`src/rtl/seq_detect_pkg.sv`:
```
// -----------------------------------------------------------------------------
// seq_detect_pkg
// Shared definitions for the serial pattern detector: the scan FSM state
// encoding and the default parameter values used by the interface, the
// window comparator and the top level.
// -----------------------------------------------------------------------------
package seq_detect_pkg;

    localparam int DEF_DATA_W = 8;
    localparam int DEF_PAT_W  = 4;
    localparam int DEF_CNT_W  = 4;

    typedef enum logic [1:0] {
        IDLE  = 2'd0,
        SHIFT = 2'd1,
        DONE  = 2'd2
    } state_t;

endpackage

```
`src/rtl/seq_detect_if.sv`:
```
// -----------------------------------------------------------------------------
// seq_detect_if
// Control/status bundle of the pattern detector.
//   master : drives load, data_in, pattern, overlap
//            observes busy, hit, found, done, match_cnt
//   slave  : the detector itself (opposite directions)
// -----------------------------------------------------------------------------
interface seq_detect_if #(
    parameter int DATA_W = seq_detect_pkg::DEF_DATA_W,
    parameter int PAT_W  = seq_detect_pkg::DEF_PAT_W,
    parameter int CNT_W  = seq_detect_pkg::DEF_CNT_W
) ();

    logic              load;
    logic [DATA_W-1:0] data_in;
    logic [PAT_W-1:0]  pattern;
    logic              overlap;
    logic              busy;
    logic              hit;
    logic              found;
    logic              done;
    logic [CNT_W-1:0]  match_cnt;

    modport master (
        output load, data_in, pattern, overlap,
        input  busy, hit, found, done, match_cnt
    );

    modport slave (
        input  load, data_in, pattern, overlap,
        output busy, hit, found, done, match_cnt
    );

endinterface

```
`src/rtl/seq_window_cmp.sv`:
```
// -----------------------------------------------------------------------------
// seq_window_cmp
// Sliding window of the most recent PAT_W serial bits plus a saturating fill
// counter. `match` is combinational and reflects the window *after* the bit
// presented this cycle is shifted in, so the parent can register it as a
// one-cycle hit pulse on the same edge that consumes the bit.
//   clk, rst  : clock, asynchronous active-low reset
//   clear     : empty the window and fill counter (new scan)
//   shift_en  : consume bit_in this cycle
//   bit_in    : serial bit
//   pattern   : captured pattern, pattern[0] is the first serial bit
//   overlap   : 0 = restart filling after each match
//   match     : updated window is full and equals pattern
// -----------------------------------------------------------------------------
module seq_window_cmp
    import seq_detect_pkg::*;
#(
    parameter int PAT_W = DEF_PAT_W
) (
    input  logic             clk,
    input  logic             rst,
    input  logic             clear,
    input  logic             shift_en,
    input  logic             bit_in,
    input  logic [PAT_W-1:0] pattern,
    input  logic             overlap,
    output logic             match
);

    localparam int              FILL_W   = $clog2(PAT_W + 1);
    localparam logic [FILL_W-1:0] FILL_MAX = FILL_W'(PAT_W);

    logic [PAT_W-1:0]  win;
    logic [PAT_W-1:0]  win_next;
    logic [FILL_W-1:0] fill;
    logic [FILL_W-1:0] fill_inc;

    // Newest bit enters at the MSB so the oldest bit ends up in win[0],
    // lining up with pattern[0] being the first serial bit.
    assign win_next = {bit_in, win[PAT_W-1:1]};

    // NOTE: default assignment first, so every path drives fill_inc and no latch is inferred.
    always_comb begin
        fill_inc = fill;
        if (fill != FILL_MAX) begin
            fill_inc = fill + 1'b1;
        end
    end

    assign match = shift_en && (fill_inc == FILL_MAX) && (win_next == pattern);

    // NOTE: sequential state is updated with non-blocking assignments only.
    always_ff @(posedge clk or negedge rst) begin
        if (!rst) begin
            win  <= '0;
            fill <= '0;
        end else if (clear) begin
            win  <= '0;
            fill <= '0;
        end else if (shift_en) begin
            win  <= win_next;
            // Non-overlapping mode needs PAT_W fresh bits before the next match.
            fill <= (match && !overlap) ? '0 : fill_inc;
        end
    end

endmodule

```
`src/rtl/seq_detect_param.sv`:
```
// -----------------------------------------------------------------------------
// seq_detect_param
// Serial pattern detector. A load strobe captures a DATA_W-bit word, pattern
// and mode; the word is then shifted out LSB first, one bit per clock, through
// a PAT_W-bit sliding window compared against the pattern.
//   clk        : clock, rising edge
//   rst        : asynchronous active-low reset
//   bus.load   : capture data_in/pattern/overlap and (re)start a scan
//   bus.busy   : scan in progress
//   bus.hit    : one-cycle pulse per match
//   bus.found  : sticky, at least one match since the last load
//   bus.done   : one-cycle pulse after the last bit has been examined
//   bus.match_cnt : saturating match count of the current/last scan
// Build option: define SEQ_DET_COUNT_EN to implement the match counter;
// without it match_cnt is tied to zero.
// -----------------------------------------------------------------------------
module seq_detect_param
    import seq_detect_pkg::*;
#(
    parameter int DATA_W = DEF_DATA_W,
    parameter int PAT_W  = DEF_PAT_W,
    parameter int CNT_W  = DEF_CNT_W
) (
    input  logic         clk,
    input  logic         rst,
    seq_detect_if.slave  bus
);

    localparam int              BC_W     = $clog2(DATA_W + 1);
    localparam logic [BC_W-1:0] LAST_BIT = BC_W'(DATA_W - 1);

    state_t            state;
    logic [DATA_W-1:0] sreg;
    logic [BC_W-1:0]   bit_cnt;
    logic [PAT_W-1:0]  pat_q;
    logic              ovl_q;
    logic              busy_q;
    logic              hit_q;
    logic              found_q;
    logic              done_q;
    logic              shift_en;
    logic              match;

    // A load in SHIFT aborts the scan, so no bit is consumed on that edge.
    assign shift_en = (state == SHIFT) && !bus.load;

    seq_window_cmp #(
        .PAT_W (PAT_W)
    ) u_win (
        .clk      (clk),
        .rst      (rst),
        .clear    (bus.load),
        .shift_en (shift_en),
        .bit_in   (sreg[0]),
        .pattern  (pat_q),
        .overlap  (ovl_q),
        .match    (match)
    );

    always_ff @(posedge clk or negedge rst) begin
        if (!rst) begin
            state   <= IDLE;
            sreg    <= '0;
            bit_cnt <= '0;
            pat_q   <= '0;
            ovl_q   <= 1'b0;
            busy_q  <= 1'b0;
            hit_q   <= 1'b0;
            found_q <= 1'b0;
            done_q  <= 1'b0;
        end else if (bus.load) begin
            state   <= SHIFT;
            sreg    <= bus.data_in;
            bit_cnt <= '0;
            pat_q   <= bus.pattern;
            ovl_q   <= bus.overlap;
            busy_q  <= 1'b1;
            hit_q   <= 1'b0;
            found_q <= 1'b0;
            done_q  <= 1'b0;
        end else begin
            // match is already gated by shift_en, so it is low outside SHIFT.
            hit_q  <= match;
            done_q <= 1'b0;
            if (match) begin
                found_q <= 1'b1;
            end
            case (state)
                IDLE: begin
                    busy_q <= 1'b0;
                end
                SHIFT: begin
                    sreg    <= sreg >> 1;
                    bit_cnt <= bit_cnt + 1'b1;
                    if (bit_cnt == LAST_BIT) begin
                        state  <= DONE;
                        busy_q <= 1'b0;
                        done_q <= 1'b1;
                    end
                end
                DONE: begin
                    state <= IDLE;
                end
                default: begin
                    state  <= IDLE;
                    busy_q <= 1'b0;
                end
            endcase
        end
    end

`ifdef SEQ_DET_COUNT_EN
    localparam logic [CNT_W-1:0] CNT_MAX = '1;

    logic [CNT_W-1:0] cnt_q;

    always_ff @(posedge clk or negedge rst) begin
        if (!rst) begin
            cnt_q <= '0;
        end else if (bus.load) begin
            cnt_q <= '0;
        end else if (match && (cnt_q != CNT_MAX)) begin
            cnt_q <= cnt_q + 1'b1;
        end
    end

    assign bus.match_cnt = cnt_q;
`else
    assign bus.match_cnt = {CNT_W{1'b0}};
`endif

    assign bus.busy  = busy_q;
    assign bus.hit   = hit_q;
    assign bus.found = found_q;
    assign bus.done  = done_q;

endmodule

```
`src/flat_wrapper.sv`:
```
// flat-port wrapper written by rule: the top's interface ports become plain ports
module seq_detect_param_flat import seq_detect_pkg::*;
#(
    parameter int DATA_W = DEF_DATA_W,
    parameter int PAT_W  = DEF_PAT_W,
    parameter int CNT_W  = DEF_CNT_W
)
  (clk, rst, bus_load, bus_data_in, bus_pattern, bus_overlap, bus_busy, bus_hit, bus_found, bus_done, bus_match_cnt);
  seq_detect_if #(.DATA_W(DATA_W), .PAT_W(PAT_W), .CNT_W(CNT_W)) bus_i ();
  input  logic clk;
  input  logic rst;
  input wire logic [$bits(bus_i.load)-1:0] bus_load;
  input wire logic [$bits(bus_i.data_in)-1:0] bus_data_in;
  input wire logic [$bits(bus_i.pattern)-1:0] bus_pattern;
  input wire logic [$bits(bus_i.overlap)-1:0] bus_overlap;
  output wire logic [$bits(bus_i.busy)-1:0] bus_busy;
  output wire logic [$bits(bus_i.hit)-1:0] bus_hit;
  output wire logic [$bits(bus_i.found)-1:0] bus_found;
  output wire logic [$bits(bus_i.done)-1:0] bus_done;
  output wire logic [$bits(bus_i.match_cnt)-1:0] bus_match_cnt;
  assign bus_i.load = bus_load;
  assign bus_i.data_in = bus_data_in;
  assign bus_i.pattern = bus_pattern;
  assign bus_i.overlap = bus_overlap;
  assign bus_busy = bus_i.busy;
  assign bus_hit = bus_i.hit;
  assign bus_found = bus_i.found;
  assign bus_done = bus_i.done;
  assign bus_match_cnt = bus_i.match_cnt;
  seq_detect_param #(.DATA_W(DATA_W), .PAT_W(PAT_W), .CNT_W(CNT_W)) u_core (.clk(clk), .rst(rst), .bus(bus_i));
endmodule
```
`config.mk`:
```
export PLATFORM = sky130hd
export DESIGN_NAME = seq_detect_param_flat
export DESIGN_NICKNAME = d
export VERILOG_FILES = /design/src/rtl/seq_detect_pkg.sv /design/src/rtl/seq_detect_if.sv /design/src/rtl/seq_window_cmp.sv /design/src/rtl/seq_detect_param.sv /design/src/flat_wrapper.sv
export SDC_FILE = /design/constraint.sdc
export NUM_CORES = 1
export LEC_CHECK = 0
export ABC_AREA = 0
export CAP_MARGIN = 20
export CORE_UTILIZATION = 46
export CTS_CLUSTER_DIAMETER = 30
export DETAILED_ROUTE_END_ITERATION = 12
export PLACE_DENSITY = 0.74
export SYNTH_ARGS = -nofsm -noshare
export SYNTH_HDL_FRONTEND = slang
export SYNTH_SLANG_ARGS = --single-unit
export TNS_END_PERCENT = 50
```
`constraint.sdc`:
```
create_clock -name clk -period 1.4 [get_ports clk]
set_clock_uncertainty 0.1 [all_clocks]
set_input_delay 0.28 -clock clk [delete_from_list [all_inputs] [get_ports clk]]
set_output_delay 0.28 -clock clk [all_outputs]
set_load 0.01 [all_outputs]
```
**Yosys cells after proc, flatten, opt, wreduce, memory -nomap -nowiden**

Index checks and enable logic that the tools add are counted.

- Word-level logic and storage cells: 56
- Bits of input ports: 16
- Register bits after elaboration: 30
- Output and inout bits: 8

- Add/sub/neg operators: 2
- Mux-type cells: 22
- Equal/unequal tests: 9
- Reductions and logical operators: 12

Operators by type and width:

| kind | count |
|---|---|
| 4-bit two-way mux | 4 |
| 8-bit two-way mux | 2 |
| 3-bit two-way mux | 4 |
| 1-bit two-way mux | 8 |
| 3-bit != test (second input constant) | 2 |
| 2-bit nonzero test | 3 |
| 4-bit by 1-bit adder with 4-bit output (second input constant) | 1 |
| 4-bit by 3-bit == test with 1-bit output (second input constant) | 1 |
| 4-bit == test | 1 |
| 1-bit logical AND | 4 |
| 2-bit two-way mux | 2 |
| 2-bit != test (second input constant) | 2 |
| 2-bit case mux with 2 select lines | 1 |
| 2-bit AND reduction | 2 |
| 3-bit by 1-bit adder with 3-bit output (second input constant) | 1 |
| 3-bit == test (second input constant) | 1 |
| 2-bit by 1-bit == test with 1-bit output (second input constant) | 1 |
| 2-bit == test (second input constant) | 1 |
| 1-bit logical NOT | 2 |
| 2-bit logical NOT | 1 |
| 1-bit case mux with 2 select lines | 1 |

**Depth between registers and ports, before layout**

Gate-level depths: netlist (run 1).

- Word-level depth: 9
- Gate-level depth with buffers: 6
- Depth with buffers taken out: 6

**By module**

Synthesis (run 1) repeated with hierarchy kept, for this count alone.

- Cells, all modules: 128
- Area total of the unflattened synthesis: 1,385.1 µm²

Modules (own cells, without submodules):

| module | instances | cells an instance | seq. area each (µm²) | area each (µm²) |
|---|---|---|---|---|
| seq_detect_param | 1 | 89 | 575.6 | 1,001.0 |
| seq_window_cmp | 1 | 39 | 150.1 | 384.1 |

**Worst setup path after synthesis (run 1)**

No wires, ideal clock.

- Path kind: register to register
- Start: reg u_core.u_win.fill[0]
- End: reg u_core.u_win.fill[2]
- Stages on the path, launching flop included: 6
- Slack: -155 ps
- Arrival: 1,334 ps
- Setup time: 122 ps
- Cell sequence: dfrtp_1 -> inv_1 -> ha_1 -> nor4_1 -> nand3b_1 -> a32o_1

- Longest elaborated chain between the ends: 9

RTL lines:

| what | RTL line | RTL |
|---|---|---|
| start, declared | seq_window_cmp.sv:35 | `logic [FILL_W-1:0] fill;` |
| start signal, assigned | seq_window_cmp.sv:63 | `fill <= (match && !overlap) ? '0 : fill_inc;` |
| 3-bit by 1-bit adder with 3-bit output / 3-bit != test (equally long branches) | seq_window_cmp.sv:46, seq_window_cmp.sv:45 |  |
| 3-bit two-way mux (*) | seq_window_cmp.sv:45 | `if (fill != FILL_MAX) begin` |
| 3-bit == test | seq_window_cmp.sv:50 | `assign match = shift_en && (fill_inc == FILL_MAX) && (win_next == pattern);` |
| 1-bit logical AND (2 in series) | seq_window_cmp.sv:50 |  |
| 1-bit logical AND | seq_window_cmp.sv:63 |  |
| 3-bit two-way mux (*) | seq_window_cmp.sv:63 |  |
| 3-bit two-way mux (*) | seq_window_cmp.sv:60 | `end else if (shift_en) begin` |
| 3-bit two-way mux (*) | seq_window_cmp.sv:57 | `end else if (clear) begin` |

Mark *: on every way between the ends. The rest lies on a longest branch, timed or not. The select of a mux whose other input is x is not followed.
A chain may end at the register's enable or synchronous reset.

**Final worst setup path (run 1)**

- Start: reg u_core.u_win.fill[0]
- End: reg u_core.found_q (netlist: u_core.bus.found)

- Longest elaborated chain between the ends: 6

RTL lines:

| what | RTL line | RTL |
|---|---|---|
| 3-bit by 1-bit adder with 3-bit output / 3-bit != test (equally long branches) | seq_window_cmp.sv:46, seq_window_cmp.sv:45 |  |
| 3-bit two-way mux (*) | seq_window_cmp.sv:45 |  |
| 3-bit == test (*) | seq_window_cmp.sv:50 |  |
| 1-bit logical AND (*) (2 in series) | seq_window_cmp.sv:50 |  |
| 2-bit nonzero test (no source line) (*) | -- |  |
| end signal, assigned | seq_detect_param.sv:69 | `found_q <= 1'b0;` |
| end signal, assigned | seq_detect_param.sv:79 | `found_q <= 1'b0;` |
| end signal, assigned | seq_detect_param.sv:86 | `found_q <= 1'b1;` |
| end, declared | seq_detect_param.sv:39 | `logic found_q;` |

Mark *: on every way between the ends. The rest lies on a longest branch, timed or not.

==> results.toml, run 1 <==
[yosys]
netlist-cell-type-count = 29
synth_seq_area_share_pct = 52.9
muxShareOfSynthArea_pct = 9.21
syn_inst = 127
synth_edf_count = 0
synth_top_area_share_pct = 52.9
ys_warn_count = 0
ys_ff_latch = 29
avgSynthCellArea_um2 = 10.8
synthAdderAreaFrac_pct = 2.73
post-synth-top-area-cell = "dfrtp_1"
synth_compound_area_share_pct = 7.66
synth_ff_type = "dfrtp_1"
synth_top_family_by_area = "simple AND/OR/NAND/NOR gates"
synthArstFlopShare_pct = 100
yosys.area_share.simple_pct = 15.7
synth-xor-area-share_pct = 5.10
syn_area_um2 = 1370
synth_area_leaders = "dfrtp_1 (53%), nand2_1 (6.0%), mux2i_1 (5.1%)"

[floorplanning]
die_w_um = 56.6
io_pins = 24
die_h_um = 56.6
die_area_um2 = 3210
rows = 19
core_area_um2 = 2780
start_util_pct = 49.3

[routing]
dr_total_vias = 947
wire_per_inst_um = 12.8
drt-total-wl_mm = 2.40
dr.pass1.iters = 4
drc = 0
vias_per_cell = 5.04
drt-initial-drc-count = 28
postRouteAntennaNets = 0

[outcome]
violations = "negative setup slack"
outcome = "finished with violations"

[global_routing]
first_global_vias = 956
grt_pass1_wl_mm = 4.22
grt_max_degree = 30
grt_usage_pct = 17.9
gr-total-overflow = 0
antenna_found_initial = 0

[setup_path]
r2r-end = "u_core.bus.found"
critPathKind = "flop to flop"
rr_startpoint = "u_core.u_win.fill[0]"
rr_worst_depth = 5
start_kind = "flop"
cp_data_required_time_ns = 1.57
cp_max_fo = 4
cp.arrival_ns = 1.64
ff2ff_setup_slack_ns = -0.08
end_kind = "flop"

[layout]
final_cell_mix = "dfrtp_1 (29), nand2_1 (22), clkdlybuf4s50_1 (15)"
final_nets = 176
drive_gt1_share_pct = 20.4
diodes = 0
n_fill_cell = 236
final_cells = 188
layout_commonest_cell = "dfrtp_1"
syn_to_final_growth_pct = 27.4

[placed_design]
place_worst_setup_slack_ns = -0.216
dp_hpwl_mm = 1.62
place_inst = 179
portBuffers = 19
gp_congestion = 0.760

[clock_network]
cts_buffers = 5
cts_root_buf = "clkbuf_4"
cts.clk_slew.worst_paths_ns = 0.09
cts.htree.levels = 2
cts_tree = "yes"
cts.sinks = 29
clk_path_buf_depth = 2
clk_latency_ns = 0.32

[power]
leakagePower_nw = 0.788
power_density_nw_per_um2 = 1020
ir_drop_v = 0.000802

[timing]
fin_ws_ns = -0.0793
hold_viol_final = 0
rsz0062_at_grt = "yes"
finalCritPeriodShare_pct = 106
achievable-frequency_mhz = 676
slew_viol_final = 0
min_period_ns = 1.48
setup_violations = 3

[flow_run]
timing.max_cap.violations = 0

[worst_hold_path]
hold_path.class = "input pin to asynchronous set/reset pin"
cells in the mapped netlist, types with 2 or more instances:
cell type  instances
dfrtp_1           29
nand2_1           22
o21ai_0            9
a21oi_1            7
mux2i_1            7
buf_4              6
xor2_1             6
mux2_2             5
nor2_1             5
inv_1              4
ha_1               3
a21o_1             2
and3_1             2
buf_2              2
nand3b_1           2
nor4b_1            2
xnor2_1            2
power breakdown:
part / switching, mW / leakage [nW] / internal [mW]
registers: 0.0483 / 0.364 / 0.899
clock network: 0.269 / 0.0314 / 0.237
logic: 0.150 / 0.393 / 0.177
total: 0.468 / 0.788 / 1.31
routing by layer:
metal  global-route usage, %  vias to the layer above  wire, µm
met2                    28.6                       25      1230
met4                    9.41                        0        77
met3                    6.68                       10       124
li1                        -                      476         -
met1                    20.8                      436       966
met5                       0                        -         0
registers in the layout, indices dropped and copies added (netlist names):
| signal | flops |
|---|---|
| u_core.bit_cnt | 4 |
| u_core.bus.done | 1 |
| u_core.bus.found | 1 |
| u_core.u_win.win | 3 |
| u_core.pat_q | 4 |
| u_core.ovl_q | 1 |
| u_core.sreg | 8 |
| u_core.bus.hit | 1 |
| u_core.state | 2 |
| u_core.bus.busy | 1 |
| u_core.u_win.fill | 3 |
cell families (layout without fill, tap and decap cells):
| kind of cell | count (synthesis) | after routing |
|---|---|---|
| AOI/OAI and AO/OA | 19 | 19 |
| xor gates and xnor gates | 8 | 8 |
| adders and majority gates | 3 | 3 |
| buffers and inverters | 15 | 42 |
| DFF | 29 | 29 |
| muxes | 12 | 12 |
| other | 1 | 4 |
| and+or+nand+nor | 40 | 40 |
final cells by class:
cell class              instances  area (µm²)  area share [%]
inverters                       4        15.0           0.858
repair buffers                 31         302            17.2
flip-flops and latches         29         726            41.5
well taps                      31        38.8            2.22
clock buffers                   7        55.1            3.15
multi-input cells              86         613            35.1
worst max path at each step:
stage / startpoint / to / slack, ns / cells past startpoint
after floorplan: u_core.u_win.fill[0] / u_core.bus.found / -0.06 / 6
after global placement: bus_load / u_core.bus.found / -0.18 / 5
after detailed placement: bus_load / u_core.bus.found / -0.22 / 5
after CTS: u_core.u_win.fill[0] / u_core.u_win.fill[2] / -0.11 / 6
after global routing: u_core.u_win.fill[0] / u_core.u_win.fill[2] / -0.18 / 6
final: u_core.u_win.fill[0] / u_core.bus.found / -0.08 / 5
critical path, cell delays in order, from the launching register on:
cell     delay, ns
dfrtp_1       0.42
ha_1          0.23
and3b_1       0.19
nor4_4        0.17
and3_1        0.22
a21o_1        0.08
stage by stage:
| step | TNS [ns] | area [µm²] | power, mW | hold WS (ns) | util (%) |
|---|---|---|---|---|---|
| final | -0.165 | 1750 | 1.78 | 0.210 | 62.9 |
| after global routing | -0.417 | 1750 | 1.89 | 0.220 | 62.9 |
| after CTS | -0.229 | 1730 | 1.78 | 0.201 | 62.1 |
| after detailed placement | -2.29 | 1650 | 1.25 | 0.368 | 59.4 |
| after global placement | -1.93 | 1650 | 1.23 | 0.362 | 59.4 |
| after floorplan | -0.114 | 1400 | 1.13 | -0.116 | - |
what timing repair did:
item                       CTS  global route
setup buffers                2             0
resized for setup            5             6
setup endpoints to repair    7             5
hold buffers                 0             0
pin swaps                    4             0
Power figures use the tool's default switching activity.
==> run 2, diff against run 1 <==
--- a/config.mk
+++ b/config.mk
@@ -5,12 +5,12 @@
 export SDC_FILE = /design/constraint.sdc
 export NUM_CORES = 1
 export LEC_CHECK = 0
-export ABC_AREA = 0
 export CAP_MARGIN = 20
 export CORE_UTILIZATION = 46
 export CTS_CLUSTER_DIAMETER = 30
 export DETAILED_ROUTE_END_ITERATION = 12
 export PLACE_DENSITY = 0.74
+export RECOVER_POWER = 50
 export SYNTH_ARGS = -nofsm -noshare
 export SYNTH_HDL_FRONTEND = slang
 export SYNTH_SLANG_ARGS = --single-unit
==> run 2 against run 1 <==
  * Via count down 0.32%
  * Utilization decreased by 0.54 points
  * The run still ends with negative setup slack left
  * Setup slack is essentially flat
  * Cell count stayed put
  * Global-route usage stayed put
  * First-iteration DRC count stayed put
  * Highest routed layer unchanged
  * Design area down 0.86%
  * Non-clock buffer count stayed put
  * Clock-buffer cell count did not move
  * Largest cell class unchanged
==> results.toml, run 2 (synthesized netlist as in run 1, its figures left out) <==
[outcome]
outcome = "finished with violations"
violations = "negative setup slack"

[floorplanning]
io_pins = 24
start_util_pct = 49.3
core_area_um2 = 2780
die_w_um = 56.6
die_h_um = 56.6
rows = 19
die_area_um2 = 3210

[routing]
vias_per_cell = 5.02
dr.pass1.iters = 4
wire_per_inst_um = 12.8
drt-initial-drc-count = 28
postRouteAntennaNets = 0
drc = 0
drt-total-wl_mm = 2.40
dr_total_vias = 944

[global_routing]
grt_usage_pct = 17.9
grt_pass1_wl_mm = 4.22
first_global_vias = 956
antenna_found_initial = 0
grt_max_degree = 30
gr-total-overflow = 0

[placed_design]
gp_congestion = 0.760
portBuffers = 19
place_area_um2 = 1650
place_inst = 179
dp_hpwl_mm = 1.62
place_worst_setup_slack_ns = -0.216

[layout]
layout_commonest_cell = "dfrtp_1"
largest_register_ffs = 8
reg_top3 = "u_core.sreg (8), u_core.bit_cnt (4), u_core.pat_q (4)"
final_nets = 176
final_cells = 188
diodes = 0
fin_util_pct = 62.3
largest_register = "u_core.sreg"
syn_to_final_growth_pct = 26.3
fin_area_um2 = 1730
final_cell_mix = "dfrtp_1 (29), nand2_1 (22), clkdlybuf4s50_1 (14)"
drive_gt1_share_pct = 20.4

[clock_network]
hold_buffers = 0
cts_buffers = 5
cts.htree.levels = 2
cts.clk_slew.worst_paths_ns = 0.09
cts_tree = "yes"
clk_path_buf_depth = 2
clk_latency_ns = 0.32
cts_root_buf = "clkbuf_4"
cts.sinks = 29

[power]
leakagePower_nw = 0.783
power_density_nw_per_um2 = 1020
ir_drop_v = 0.000802
fin_total_pwr_mw = 1.77

[timing]
setup_violations = 3
maxSlewHeadroom_pct = 52.1
slew_viol_final = 0
rsz0062_at_grt = "yes"
finalCritPeriodShare_pct = 106
tightest_slew_ns = 0.718
fin_ws_ns = -0.0792
min_period_ns = 1.48
hold_viol_final = 0
achievable-frequency_mhz = 676
fin_hold_ws_ns = 0.377
setup_tns_ns = -0.164

[setup_path]
end_kind = "flop"
cp.arrival_ns = 1.64
r2r-end = "u_core.bus.found"
startpoint = "u_core.u_win.fill[0]"
max_stage_delay_ns = 0.42
cp_data_required_time_ns = 1.57
path_cells = "ha_1 > and3b_1 > nor4_4 > and3_1 > a21o_1"
crit_end = "u_core.bus.found"
cpMaxStageDelayCell = "dfrtp_1"
critPathBufInv = 0
rr_worst_depth = 5
rr_startpoint = "u_core.u_win.fill[0]"
cp_max_fo = 4
cp.depth = 5
critPathKind = "flop to flop"
start_kind = "flop"
path_delay_family = "simple AND/OR/NAND/NOR gates"
ff2ff_setup_slack_ns = -0.08

[worst_hold_path]
hold_path.class = "flop to flop"
hold_path.startpoint = "u_core.bus.busy"

[flow_run]
timing.max_cap.violations = 0
[run 2: cell count changes in the layout (fill, tap and decap cells not counted), sizes merged]
cell           change
clkbuf             +1
clkdlybuf4s50      -1
buf                -1
dlygate4sd3        +1
[run 2: how the worst min path moves through the flow]
stage	slack, ns	to	depth (start not counted)
6_report	0.38	u_core.bus.busy	1
5_1_grt	0.40	u_core.bus.found	1
4_1_cts	0.20	u_core.pat_q[3]	2
3_5_place_dp	0.37	u_core.bus.found	1
3_3_place_gp	0.36	u_core.bus.busy	1
2_1_floorplan	-0.12	u_core.bit_cnt[0]	0
[run 2: layout make-up]
type,instances,area [µm²]
Sequential cell,29,726
Multi-Input combinational cell,86,613
Tap cell,31,38.8
Clock buffer,7,55.1
Timing Repair Buffer,31,287
Fill cell,238,1050
Inverter,4,15.0
[run 2: power by group]
part / switching (mW) / total (mW) / internal [mW]
sequential: 0.0483 / 0.947 / 0.899
clock: 0.269 / 0.506 / 0.237
combinational: 0.149 / 0.321 / 0.172
total: 0.467 / 1.77 / 1.31
[run 2: what timing repair did]
| action | 4_1_cts | 5_1_grt |
|---|---|---|
| endpoints found under the hold margin | 0 | 0 |
| pin swaps | 4 | 0 |
| setup endpoints to repair | 7 | 5 |
| setup buffers | 2 | 0 |
| resized for setup | 5 | 6 |
[run 2: routing by layer]
layer | global-route usage, % | vias up | share of wire (%)
li1 | - | 475 | -
met1 | 20.8 | 434 | 40
met2 | 28.6 | 25 | 51
met3 | 6.68 | 10 | 5.1
met4 | 9.41 | 0 | 3.2
met5 | 0 | - | 0
==> run 3, diff against run 2 <==
--- a/config.mk
+++ b/config.mk
@@ -6,6 +6,7 @@
 export NUM_CORES = 1
 export LEC_CHECK = 0
 export CAP_MARGIN = 20
+export CORE_ASPECT_RATIO = 0.8
 export CORE_UTILIZATION = 46
 export CTS_CLUSTER_DIAMETER = 30
 export DETAILED_ROUTE_END_ITERATION = 12
==> run 3 against run 2 <==
  * The flow still finishes with violations (negative setup slack)
  * Global-route usage about the same
  * Sequential power up 0.4%
  * First-iteration DRC count decreased by 39%
  * Register-to-register slack got worse by 0.04 ns
  * Via count up 0.53%
  * Maximum frequency down 2.4%
  * Critical path depth is the same
  * Clock power up 32%
  * Critical path type unchanged
==> results.toml, run 3 (synthesized netlist as in run 1, its figures left out) <==
[timing]
achievable-frequency_mhz = 660
setup_violations = 3
maxSlewHeadroom_pct = 52.8
finalCritPeriodShare_pct = 108
fin_hold_ws_ns = 0.368
tightest_slew_ns = 0.707
min_period_ns = 1.52
fin_ws_ns = -0.116
setup_tns_ns = -0.250
rsz0062_at_grt = "yes"
hold_viol_final = 0
slew_viol_final = 0

[routing]
postRouteAntennaNets = 0
dr.pass1.iters = 4
drc = 0
drt-total-wl_mm = 2.44
drt-initial-drc-count = 17
dr_total_vias = 949
vias_per_cell = 4.92
wire_per_inst_um = 12.7

[layout]
final_cells = 193
drive_gt1_share_pct = 20.6
syn_to_final_growth_pct = 29.1
largest_register = "u_core.sreg"
diodes = 0
final_nets = 174
reg_top3 = "u_core.sreg (8), u_core.bit_cnt (4), u_core.pat_q (4)"
regArea_um2 = 726
n_fill_cell = 229
layout_commonest_cell = "dfrtp_1"
final_cell_mix = "dfrtp_1 (29), nand2_1 (22), clkdlybuf4s50_1 (14)"
largest_register_ffs = 8
multi_input_area_um2 = 627

[setup_path]
path_cells = "ha_1 > and3b_1 > nor4_4 > and3_4 > a21o_1"
cp_max_fo = 4
cp.arrival_ns = 1.63
start_kind = "flop"
end_kind = "flop"
critPathKind = "flop to flop"
critPathBufInv = 0
max_stage_delay_ns = 0.41
path_delay_family = "simple AND/OR/NAND/NOR gates"
cpMaxStageDelayCell = "dfrtp_1"
cp_data_required_time_ns = 1.52

[clock_network]
cts.htree.levels = 2
cts_tree = "yes"
clk_path_buf_depth = 2
cts_root_buf = "clkbuf_8"
hold_buffers = 0
cts.clk_slew.worst_paths_ns = 0.06
cts_buffers = 5
clk_latency_ns = 0.27
cts.sinks = 29

[floorplanning]
die_h_um = 50.9
io_pins = 24
rows = 17
start_util_pct = 49.3
core_area_um2 = 2790
die_w_um = 63.1
die_area_um2 = 3210

[worst_hold_path]
hold_path.class = "flop to flop"

[global_routing]
top_usage_layer = "met2"
gr-total-overflow = 0
grt_use_met3_pct = 6.92
grt_use_met2_pct = 32.6
antenna_found_initial = 0
grt_usage_pct = 17.9
grt_use_met1_pct = 18.5
grt_pass1_wl_mm = 4.20
grt_max_degree = 30
first_global_vias = 979

[power]
ir_drop_v = 0.000550
fin_total_pwr_mw = 1.94
leakagePower_nw = 0.791
power_density_nw_per_um2 = 1090

[placed_design]
portBuffers = 19
gp_congestion = 0.751
place_inst = 186
dp_hpwl_mm = 1.75

[outcome]
outcome = "finished with violations"
violations = "negative setup slack"

[flow_run]
timing.max_cap.violations = 0
[run 3: area by class of cell]
| class | instances | area share, % |
|---|---|---|
| clock buffers | 7 | 4.87 |
| multi-input cells | 86 | 35.4 |
| inverters | 4 | 0.847 |
| flip-flops and latches | 29 | 41.0 |
| well taps | 38 | 2.68 |
| repair buffers | 29 | 15.3 |
[run 3: metal layers]
layer	wire length [µm]	vias to the layer above
li1	-	472
met2	1240	29
met5	0	-
met1	1070	446
met4	6	0
met3	131	2
[run 3: path summary, 6_finish.rpt]
check / startpoint / endpoint / slack (ns) / cells past startpoint
setup / recovery: u_core.u_win.fill[0] / u_core.bus.found / -0.12 / 5
max in group asynchronous: rst / u_core.pat_q[2] / 0.26 / 2
setup reg to reg: u_core.u_win.fill[0] / u_core.bus.found / -0.12 / 5
hold reg to reg: u_core.bus.busy / u_core.bus.busy / 0.37 / 1
hold / removal: u_core.bus.busy / u_core.bus.busy / 0.37 / 1
min in group asynchronous: rst / u_core.bus.busy / 0.48 / 2
[run 3: metrics by stage]
| stage | util [%] | setup WS, ns | cell area, µm² |
|---|---|---|---|
| after detailed placement | 59.6 | -0.247 | 1660 |
| after global placement | 59.6 | -0.198 | 1660 |
| after CTS | 62.9 | -0.170 | 1750 |
| after global routing | 63.6 | -0.190 | 1770 |
| after floorplan | - | -0.0634 | 1400 |
| final | 63.6 | -0.116 | 1770 |
[run 3: report_power, final]
group          switching, mW  total [mW]  internal (mW)
clock network          0.280       0.669          0.388
logic                  0.150       0.316          0.167
registers             0.0494       0.951          0.901
[run 3: what timing repair did]
action | in CTS | in global routing
pin swaps | 1 | 2
gates resized for setup | 6 | 8
setup endpoints to repair | 8 | 5
buffers inserted | 0 | 0
